--- src/rtl/serial_add_unit.sv ---
// serial_add_unit: bit-serial adder stage built around one sc2_block full-adder cell.
// Two WIDTH-bit operands are captured on an accepted start. One bit pair is added per
// cycle, LSB first, with a registered carry fed back into the cell. The registered sum
// and carry-out are published together with a one-cycle done pulse.
//
// Ports:
//   clk      rising-edge clock
//   reset    asynchronous active-low reset
//   start    operation request, sampled only in IDLE
//   a_in     operand A, captured on an accepted start
//   b_in     operand B, captured on an accepted start
//   busy     high while an operation is in RUN or DONE
//   done     one-cycle pulse, sum_out/c_out valid
//   sum_out  (A+B) mod 2^WIDTH, held until the next completion
//   c_out    carry-out of the MSB add, held until the next completion

// sc2_block: single-bit full adder cell.
module sc2_block (
  input  logic a,
  input  logic b,
  input  logic c_in,
  output logic s_out,
  output logic c_out
);

  assign s_out = a ^ b ^ c_in;
  assign c_out = (a & b) | (a & c_in) | (b & c_in);

endmodule

module serial_add_unit #(
  parameter int unsigned WIDTH = 8
) (
  input  logic             clk,
  input  logic             reset,
  input  logic             start,
  input  logic [WIDTH-1:0] a_in,
  input  logic [WIDTH-1:0] b_in,
  output logic             busy,
  output logic             done,
  output logic [WIDTH-1:0] sum_out,
  output logic             c_out
);

  localparam int unsigned CNT_W = $clog2(WIDTH + 1);
  localparam logic [CNT_W-1:0] LAST_BIT = CNT_W'(WIDTH - 1);

  typedef enum logic [1:0] {
    IDLE = 2'd0,
    RUN  = 2'd1,
    DONE = 2'd2
  } state_t;

  state_t state;
  state_t state_nxt;

  logic [WIDTH-1:0] a_sh;
  logic [WIDTH-1:0] b_sh;
  logic [WIDTH-1:0] s_sh;
  logic             cy;
  logic [CNT_W-1:0] cnt;

  logic             cell_s;
  logic             cell_c;
  logic [WIDTH-1:0] s_shift_c;

  logic             load_c;
  logic             shift_c;
  logic             finish_c;

  // Adder cell: current LSBs of both operands plus the carry from the previous bit.
  sc2_block u_cell (
    .a     (a_sh[0]),
    .b     (b_sh[0]),
    .c_in  (cy),
    .s_out (cell_s),
    .c_out (cell_c)
  );

  // New sum bit enters at the MSB. The concatenation form stays legal for WIDTH==1.
  assign s_shift_c = WIDTH'({cell_s, s_sh} >> 1);

  // State register.
  always_ff @(posedge clk or negedge reset) begin
    if (!reset) begin
      state <= IDLE;
    end else begin
      state <= state_nxt;
    end
  end

  // Next-state logic.
  always_comb begin
    state_nxt = state;
    case (state)
      IDLE:    if (start) state_nxt = RUN;
      RUN:     if (cnt == LAST_BIT) state_nxt = DONE;
      DONE:    state_nxt = IDLE;
      default: state_nxt = IDLE;
    endcase
  end

  // Datapath control strobes decoded from the current state.
  always_comb begin
    load_c   = 1'b0;
    shift_c  = 1'b0;
    finish_c = 1'b0;
    case (state)
      IDLE: load_c = start;
      RUN: begin
        shift_c  = 1'b1;
        finish_c = (cnt == LAST_BIT);
      end
      default: ;
    endcase
  end

  // Status flags registered from the next state so they track the state register.
  always_ff @(posedge clk or negedge reset) begin
    if (!reset) begin
      busy <= 1'b0;
      done <= 1'b0;
    end else begin
      busy <= (state_nxt != IDLE);
      done <= (state_nxt == DONE);
    end
  end

  // Operand/sum shift registers, carry loop and bit counter.
  always_ff @(posedge clk or negedge reset) begin
    if (!reset) begin
      a_sh <= '0;
      b_sh <= '0;
      s_sh <= '0;
      cy   <= 1'b0;
      cnt  <= '0;
    end else if (load_c) begin
      a_sh <= a_in;
      b_sh <= b_in;
      s_sh <= '0;
      cy   <= 1'b0;
      cnt  <= '0;
    end else if (shift_c) begin
      a_sh <= a_sh >> 1;
      b_sh <= b_sh >> 1;
      s_sh <= s_shift_c;
      cy   <= cell_c;
      cnt  <= cnt + CNT_W'(1);
    end
  end

  // Result registers update only on the completing edge, then hold.
  always_ff @(posedge clk or negedge reset) begin
    if (!reset) begin
      sum_out <= '0;
      c_out   <= 1'b0;
    end else if (finish_c) begin
      sum_out <= s_shift_c;
      c_out   <= cell_c;
    end
  end

endmodule

--- config.mk ---
export PLATFORM = sky130hd
export DESIGN_NAME = serial_add_unit
export DESIGN_NICKNAME = d
export VERILOG_FILES = /design/src/rtl/serial_add_unit.sv
export SDC_FILE = /design/constraint.sdc
export NUM_CORES = 1
export LEC_CHECK = 0
export ABC_AREA = 1
export BUFFER_PORTS_ARGS = -buffer_cell sky130_fd_sc_hd__buf_2
export CELL_PAD_IN_SITES_DETAIL_PLACEMENT = 1
export CELL_PAD_IN_SITES_GLOBAL_PLACEMENT = 1
export CORE_ASPECT_RATIO = 0.5
export CORE_MARGIN = 5
export CORE_UTILIZATION = 35
export DETAILED_ROUTE_END_ITERATION = 12
export GPL_TIMING_DRIVEN = 0
export HOLD_SLACK_MARGIN = 0.05
export PLACE_DENSITY = 0.69
export SETUP_SLACK_MARGIN = 0.5
export SLEW_MARGIN = 5
export SYNTH_ARGS = -nofsm -noshare
export SYNTH_HDL_FRONTEND = slang
export SYNTH_SLANG_ARGS = --single-unit
--- constraint.sdc ---
create_clock -name clk -period 1.2 [get_ports clk]
set_input_delay 0.06 -clock clk [delete_from_list [all_inputs] [get_ports clk]]
set_output_delay 0.06 -clock clk [all_outputs]
set_load 0.005 [all_outputs]
==> impl_metrics.csv, run 1 <==
group,metric,value,unit
grt,grt_pass1_vias,1917,
synthesis,synthSimpleGateAreaFrac,23.62,%
timing,drv_slew,0,
timing,period_share,111.3,%
timing,holdWs,-0.1225,ns
die,row_count,18,
die,coreArea,0.004910,sq mm
routing,drc_errors,0,
final_layout,area_delta_synth_final,83.40,%
synthesis,synth_seq_cells,41,
final_layout,fillers,526,
timing,report.final.hold_viol_count,41,
placement,dpl.cell_count,280,
timing,max_slew_margin,38.23,%
timing,finClkSkew,0.01124,ns
routing,dr.pass1.iters,4,
job,maxCapViolations,0,
synthesis,ys_types,18,
routing,via_count,1780,
worst_setup_path,reg2reg_from,"cnt[0]",
run_status,violations,"hold timing, setup timing",
grt,grt_pass1_wl,10310,microns
final_layout,postLayoutCellArea,0.003236,sq mm
final_layout,fin_nets,304,
timing,rsz0062_at_grt,"yes",
worst_setup_path,critical_path_class,"reg2reg",
routing,drt_iter0_markers,98,
power,leakagePower,1.627,nW
clock_tree,cts_buffer_depth,2,
clock_tree,clk_latency,0.31,ns
die,chipWidth,110.4,microns
placement,dp_hpwl,2746,microns
placement,portBuffers,29,
synthesis,seq_area_frac_synth,58.16,%
clock_tree,root_buffer,"clkbuf_8",
synthesis,yosysWarnings,0,
die,fp.dieArea,0.006646,sq mm
final_layout,diodes,0,
die,ios,30,
run_status,outcome,"finished with violations",
power,total_power,8.602,mW
grt,antenna_found_initial,0,
placement,routabilityCongestion,0.7161,
final_layout,drive_gt1_share,64.79,%
synthesis,synth-compound-area-share,8.440,%
routing,vias_per_cell,5.028,
worst_setup_path,rr_worst_depth,7,
synthesis,syn_area_per_cell,9.747,sq um
synthesis,synth_top_family_by_area,"simple AND/OR/NAND/NOR gates",
worst_setup_path,r2r_end,"sum_out[5]",
power,powerDensity,2658,mW/mm^2
synthesis,synth_fa_ha_area_share,1.844,%
timing,postLayoutSetupSlackWorst,-0.1352,ns
placement,dpl-instance-area,0.002029,sq mm
final_layout,instances_no_fill,354,
routing,finalWirelength,8073,microns
routing,ant_nets,0,
synthesis,postSynthCellCount,181,
worst_setup_path,cp-start-kind,"register",
synthesis,synth_area,0.001764,sq mm
worst_setup_path,cp.required,1.39,ns
clock_tree,htreeDepth,2,
clock_tree,hold_buffers,16,
grt,grt_start_max_net_pins,42,
placement,place_ws,-0.1159,ns
die,dieHeight,60.20,microns
timing,tightestPinTransition,0.9265,ns
worst_setup_path,ff2ff_setup_slack,-0.14,ns
worst_setup_path,arrival,1.53,ns
clock_tree,cts_tree,"done",
grt,grt_remaining_overflow,0,
synthesis,syn_nets,202,
clock_tree,cts.sinks,41,
synthesis,synth-xor-area-share,0,%
clock_tree,cts_buffers,5,
clock_tree,clk_pin_slew,0.09,ns
grt,grt_util_all_layers,20.87,%
final_layout,layout_common_cells,"dfrtp_1, buf_4, buf_2, nand3_2, nand2_4",
timing,setup_viol,41,
synthesis,synth.area.mux_share,0,%
timing,layout_min_cycle_time,1.335,ns
timing,fmax,749.0,MHz
final_layout,final_common_cell,"dfrtp_1",
worst_setup_path,cp_max_fo,5,
power,ir_drop,1.341,mV
min_path,hold_path.class,"in2async",
worst_setup_path,end_kind,"register",
die,start_util,35.93,%
routing,wire_per_inst,22.81,microns
final_layout,final_util,65.90,%
==> metal layers <==
metal | vias up | global-route usage (%) | share of wire, %
met3 | 22 | 4.348 | 5.1
met4 | 0 | 8.070 | 3.5
met2 | 65 | 39.57 | 50
li1 | 788 | - | -
met1 | 905 | 23.82 | 42
met5 | - | 0 | 0
==> kinds of logic after synthesis <==
family,after synthesis
and+or+nand+nor,91
DFF,41
buffers and inverters,26
AOI/OAI and AO/OA,21
adders and majority gates,2
==> through the flow <==
step                      setup TNS (ns)  hold slack, ns
after CTS                         -1.002        -0.07150
final                             -3.107         -0.1225
after detailed placement          -1.078          0.2533
after global placement           -0.6779          0.2522
after floorplan                        0         -0.2356
after global routing              -4.716        -0.03573
==> worst max-delay path, stage by stage, from the launching register on <==
cell and delay, ns:
dfrtp_1 0.43, ha_4 0.19, nand2_4 0.06, nor2_4 0.16, nand2_4 0.10, buf_12 0.16, nand2_4 0.05, o21ai_2 0.05
==> cells in the mapped netlist, drive strengths merged <==
master | n | area (sq um)
fa | 1 | 20.02
dfrtp | 41 | 1026
o21ai | 12 | 93.84
ha | 1 | 12.51
a21oi | 1 | 5.000
nand2 | 54 | 237.7
nand3 | 32 | 160.2
inv | 17 | 63.81
buf | 9 | 76.32
nor2 | 5 | 18.77
o22ai | 8 | 50.05
==> timing repair <==
item                       CTS  global route
hold endpoints to repair    57            41
pin swaps                   12            11
buffers inserted            22            21
gates cloned                 7             0
setup endpoints to repair   52            52
resized for setup           88            33
==> registers in the layout (all words and copies together) (netlist names) <==
name	cells
sum_out	8
cy	1
done	1
busy	1
b_sh	8
a_sh	8
c_out	1
state	2
s_sh	7
cnt	4
==> area by class of cell <==
type / instances / area [sq um] / share of cell area (%)
plain buffers: 9 / 130.1 / 4.022
clock buffers: 5 / 68.82 / 2.127
clock inverters: 3 / 17.52 / 0.5414
inverters: 17 / 66.31 / 2.049
multi-input cells: 114 / 1013 / 31.32
flip-flops and latches: 41 / 1026 / 31.71
well taps: 70 / 87.58 / 2.707
repair buffers: 95 / 825.8 / 25.52
==> report_power, final <==
group | internal, mW | leakage (nW) | switching [mW]
registers | 1.95 | 0.525 | 0.553
clock network | 0.403 | 0.0439 | 0.545
logic | 2.64 | 1.06 | 2.51
total | 4.99 | 1.63 | 3.61
==> worst max path at each step <==
stage,from,end,slack (ns),cells past startpoint
3_3_place_gp,cnt[0],sum_out[0],-0.07,7
2_1_floorplan,cnt[0],sum_out[1],0.06,7
3_5_place_dp,cnt[0],sum_out[4],-0.12,7
5_1_grt,cnt[0],c_out,-0.20,6
4_1_cts,cnt[0],sum_out[0],-0.12,7
6_report,cnt[0],sum_out[5],-0.14,7
No activity file was read; power rests on OpenSTA's default activity.
==> run 2: changes to the inputs <==
--- a/config.mk
+++ b/config.mk
@@ -21,3 +21,4 @@
 export SYNTH_ARGS = -nofsm -noshare
 export SYNTH_HDL_FRONTEND = slang
 export SYNTH_SLANG_ARGS = --single-unit
+export TNS_END_PERCENT = 5
==> run 2 against run 1 <==
The flow still finishes with violations (hold timing, setup timing). Worst hold slack worse by 0.092 ns. Clock skew decreased by 0.0036 ns. Sequential power down 4%. Via count down 13%. Clock power grew 17%. Combinational power is 35% lower. Setup slack improved by 0.10 ns. Critical path depth decreased by 4. First-iteration DRC count decreased by 51%. Utilization shrank 9.7 points. Sequential share of layout area is 5.5 points higher. Wire length fell by 31%. Critical endpoint is now s_sh[7].
==> impl_metrics.csv, run 2 (synthesis gave the netlist of run 1 again) <==
group,metric,value,unit
grt,grt_util_all_layers,15.67,%
run_status,violations,"hold timing, setup timing",
timing,max_slew_margin,61.06,%
grt,grt_pass1_wl,8148,microns
final_layout,diodes,0,
timing,rsz0062_at_grt,"yes",
die,start_util,35.93,%
job,maxCapViolations,0,
routing,dr_wl_met2,2799,microns
routing,via_count,1552,
power,ir_drop,0.9908,mV
routing,ant_nets,0,
die,fp.dieArea,0.006646,sq mm
worst_setup_path,critical_path_class,"reg2reg",
worst_setup_path,reg2reg_from,"a_sh[0]",
worst_setup_path,rr_worst_depth,3,
final_layout,layout_common_cells,"dfrtp_1, buf_2, nand2_2, nand3_1",
worst_setup_path,startpoint,"a_sh[0]",
die,chipWidth,110.4,microns
routing,highest_layer,"met4",
worst_setup_path,r2r_end,"s_sh[7]",
placement,portBuffers,29,
worst_setup_path,arrival,1.41,ns
final_layout,final_util,56.22,%
final_layout,area_delta_synth_final,56.45,%
die,row_count,18,
placement,dp_hpwl,2654,microns
die,ios,30,
final_layout,final_common_cell,"dfrtp_1",
timing,layout_min_cycle_time,1.233,ns
timing,holdWs,-0.2144,ns
grt,antenna_found_initial,0,
timing,fmax,811.4,MHz
clock_tree,hold_buffers,16,
clock_tree,cts_buffers,5,
clock_tree,cts.sinks,41,
routing,wl_met3,168,microns
min_path,hold_path.class,"in2async",
routing,m1WireLength,2483,microns
power,leakagePower,1.422,nW
final_layout,fin_nets,269,
power,powerDensity,2484,mW/mm^2
final_layout,fillers,560,
routing,drt_iter0_markers,48,
worst_setup_path,end_kind,"register",
routing,dr.pass1.iters,4,
clock_tree,clk_latency,0.29,ns
clock_tree,htreeDepth,2,
worst_setup_path,endpoint,"s_sh[7]",
die,dieHeight,60.20,microns
run_status,outcome,"finished with violations",
routing,drc_errors,0,
placement,routabilityCongestion,0.6916,
grt,grt_remaining_overflow,0,
clock_tree,cts_buffer_depth,2,
worst_setup_path,ff2ff_setup_slack,-0.03,ns
timing,finClkSkew,0.007637,ns
timing,postLayoutSetupSlackWorst,-0.03251,ns
timing,report.final.hold_viol_count,41,
die,coreArea,0.004910,sq mm
final_layout,top_regs,"a_sh: 8 flops, b_sh: 8 flops, sum_out: 8 flops",
placement,dpl.cell_count,280,
worst_setup_path,cp-start-kind,"register",
final_layout,instances_no_fill,318,
routing,finalWirelength,5549,microns
routing,vias_per_cell,4.881,
worst_setup_path,cp_max_fo,2,
timing,drv_slew,0,
final_layout,drive_gt1_share,54.84,%
clock_tree,root_buffer,"clkbuf_8",
clock_tree,clk_pin_slew,0.09,ns
clock_tree,cts_tree,"done",
timing,setup_viol,17,
timing,period_share,102.7,%
timing,tightestPinTransition,0.5841,ns
worst_setup_path,cp.required,1.38,ns
routing,wire_per_inst,17.45,microns
grt,grt_pass1_vias,1646,
grt,grt_start_max_net_pins,42,
[run 2: cell type report]
class | instances | area, sq um | area share [%]
flip-flops and latches | 41 | 1027 | 37.22
inverters | 17 | 76.32 | 2.765
clock buffers | 5 | 68.82 | 2.493
well taps | 70 | 87.58 | 3.173
clock inverters | 2 | 35.03 | 1.269
multi-input cells | 114 | 874.6 | 31.69
repair buffers | 60 | 466.7 | 16.91
plain buffers | 9 | 123.9 | 4.488
[run 2: critical path, cell delays in order, from the launching register on]
cell	delay, ns
dfrtp_1	0.39
inv_2	0.06
fa_2	0.60
o22ai_2	0.07
[run 2: per-layer routing]
layer  track usage (%)  vias up
li1                  -      724
met5                 0        -
met2             29.57       28
met1             17.72      788
met4             5.263        0
met3             4.146       12
[run 2: power by group]
group	internal [mW]	total, mW	switching [mW]
clock network	0.606	1.11	0.505
logic	1.63	3.34	1.72
registers	1.96	2.40	0.446
total	4.19	6.86	2.67
[run 2: how the worst min path moves through the flow]
stage	from	end	slack, ns	cells after the start
after floorplan	reset	a_sh[0]	-0.24	0
after global placement	reset	a_sh[4]	0.24	1
after detailed placement	reset	a_sh[4]	0.25	1
after CTS	reset	c_out	-0.07	1
after global routing	reset	a_sh[4]	-0.18	1
final	reset	b_sh[5]	-0.21	1
[run 2: repair_timing]
item	CTS	global route
pin swaps	31	10
setup buffers	2	10
gates cloned	1	2
hold endpoints to repair	57	41
setup endpoints to repair	52	52
gates resized for setup	67	33
[run 2: per-stage QoR]
step / setup TNS (ns) / setup WS, ns / cell area (sq um) / total power, mW
after floorplan: 0 / 0.05611 / 1764 / 3.666
after global placement: -0.7462 / -0.07912 / 1997 / 4.182
after detailed placement: -0.6556 / -0.07512 / 1997 / 4.275
after CTS: -0.2640 / -0.03399 / 2511 / 5.989
after global routing: -0.9978 / -0.06107 / 2760 / 7.305
final: -0.1655 / -0.03251 / 2760 / 6.855
==> run 3: changes to the inputs <==
--- a/config.mk
+++ b/config.mk
@@ -15,6 +15,7 @@
 export DETAILED_ROUTE_END_ITERATION = 12
 export GPL_TIMING_DRIVEN = 0
 export HOLD_SLACK_MARGIN = 0.05
+export MAX_ROUTING_LAYER = met4
 export PLACE_DENSITY = 0.69
 export SETUP_SLACK_MARGIN = 0.5
 export SLEW_MARGIN = 5
==> run 3 against run 2 <==
The flow still finishes with violations (hold timing, setup timing). Setup slack lost 0.028 ns. Critical endpoint unchanged. Highest routed layer unchanged. Worst hold slack worse by 0.0031 ns. Clock power about the same. Register-to-register slack lost 0.03 ns. Critical path type unchanged. Power is 1.4% higher. Combinational power increased by 3%.
==> impl_metrics.csv, run 3 (synthesis gave the netlist of run 1 again) <==
group,metric,value,unit
run_status,outcome,"finished with violations",
run_status,violations,"hold timing, setup timing",
die,fp.dieArea,0.006646,sq mm
die,row_count,18,
placement,dp_hpwl,2654,microns
clock_tree,clk_pin_slew,0.08,ns
clock_tree,cts.sinks,41,
final_layout,final_common_cell,"dfrtp_1",
clock_tree,root_buffer,"clkbuf_8",
worst_setup_path,end_kind,"register",
routing,drc_errors,0,
clock_tree,cts_buffers,5,
worst_setup_path,ff2ff_setup_slack,-0.06,ns
min_path,hold_path.class,"in2async",
routing,ant_nets,0,
timing,holdWs,-0.2176,ns
worst_setup_path,arrival,1.44,ns
final_layout,layout_common_cells,"dfrtp_1, buf_2, nand2_2, nand2_4",
final_layout,top_regs,"a_sh: 8 flops, b_sh: 8 flops, sum_out: 8 flops",
routing,dr.pass1.iters,4,
final_layout,area_delta_synth_final,57.02,%
worst_setup_path,path_cells,"inv_2, fa_2, o22ai_2",
grt,grt_util_all_layers,16.18,%
placement,routabilityCongestion,0.6989,
timing,finClkSkew,0.002926,ns
timing,rsz0062_at_grt,"yes",
final_layout,final_util,56.42,%
worst_setup_path,cp_slowest_stage_delay,0.60,ns
die,ios,30,
placement,portBuffers,29,
die,dieHeight,60.20,microns
clock_tree,cts_buffer_depth,2,
clock_tree,hold_buffers,16,
grt,grt_pass1_wl,8135,microns
grt,grt_pass1_vias,1652,
final_layout,drive_gt1_share,55.02,%
clock_tree,htreeDepth,2,
job,maxCapViolations,0,
final_layout,fin_nets,270,
grt,grt_start_max_net_pins,42,
placement,dpl.cell_count,280,
routing,drt_iter0_markers,49,
worst_setup_path,cp.required,1.38,ns
die,start_util,35.93,%
worst_setup_path,critical_path_class,"reg2reg",
grt,grt_remaining_overflow,0,
timing,layout_min_cycle_time,1.261,ns
placement,place_ws,-0.07512,ns
worst_setup_path,reg2reg_from,"a_sh[0]",
worst_setup_path,cp_slowest_cell,"fa_2",
timing,report.final.hold_viol_count,41,
worst_setup_path,cp-start-kind,"register",
timing,tightestPinTransition,0.5814,ns
timing,drv_slew,0,
clock_tree,cts_tree,"done",
power,leakagePower,1.435,nW
clock_tree,clk_latency,0.29,ns
timing,max_slew_margin,61.24,%
final_layout,diodes,0,
timing,setup_viol,4,
routing,finalWirelength,5935,microns
die,coreArea,0.004910,sq mm
power,powerDensity,2510,mW/mm^2
timing,period_share,105.1,%
timing,postLayoutSetupSlackWorst,-0.06075,ns
routing,via_count,1566,
routing,wire_per_inst,18.61,microns
final_layout,instances_no_fill,319,
worst_setup_path,rr_worst_depth,3,
power,ir_drop,0.9845,mV
routing,vias_per_cell,4.909,
timing,fmax,793.2,MHz
timing,fin_setup_tns,-0.1081,ns
grt,antenna_found_initial,0,
die,chipWidth,110.4,microns
worst_setup_path,r2r_end,"s_sh[7]",
worst_setup_path,cp_max_fo,2,
==> run 3: critical path: cells and delay by family (launching register included) <==
| family | cells | cell delay (ns) |
|---|---|---|
| DFF | 1 | 0.39 |
| adders and majority gates | 1 | 0.60 |
| AOI/OAI and AO/OA | 1 | 0.08 |
| buffers and inverters | 1 | 0.07 |
==> run 3: final cells by class <==
class / instances / area [sq um]
fillers: 554 / 2140
flip-flops and latches: 41 / 1027
multi-input cells: 114 / 880.8
repair buffers: 61 / 474.2
plain buffers: 9 / 120.1
well taps: 70 / 87.58
inverters: 17 / 76.32
clock buffers: 5 / 68.82
clock inverters: 2 / 35.03
==> run 3: per-stage QoR <==
step                area (sq um)  power, mW  hold slack [ns]
CTS                         2511      5.989         -0.07018
global placement            1997      4.182           0.2422
global route                2770      7.363          -0.1705
finish                      2770      6.952          -0.2176
detailed placement          1997      4.275           0.2515
floorplan                   1764      3.666          -0.2356
==> run 3: worst max-delay path by stage <==
stage	startpoint	end
2_1_floorplan	cnt[0]	sum_out[7]
3_3_place_gp	cnt[0]	sum_out[4]
3_5_place_dp	cnt[0]	sum_out[4]
4_1_cts	cnt[0]	sum_out[4]
5_1_grt	a_sh[0]	s_sh[7]
6_report	a_sh[0]	s_sh[7]
==> run 3: where the power goes <==
group | leakage, nW | internal [mW] | switching (mW) | total (mW)
Clock | 0.0540 | 0.606 | 0.502 | 1.11
Sequential | 0.524 | 1.96 | 0.451 | 2.41
Combinational | 0.857 | 1.65 | 1.79 | 3.44
==> run 3: repair_timing <==
item | CTS | global route
hold endpoints to repair | 57 | 41
pin swaps | 31 | 10
buffers inserted | 2 | 11
endpoints found under the setup margin | 52 | 52
gates cloned | 1 | 2
gates resized for setup | 67 | 33
==> run 3: metal layers <==
layer	track usage, %	wire (microns)
met4	5.263	108
met3	4.146	246
met5	-	0
met1	17.79	2525
met2	29.57	3056
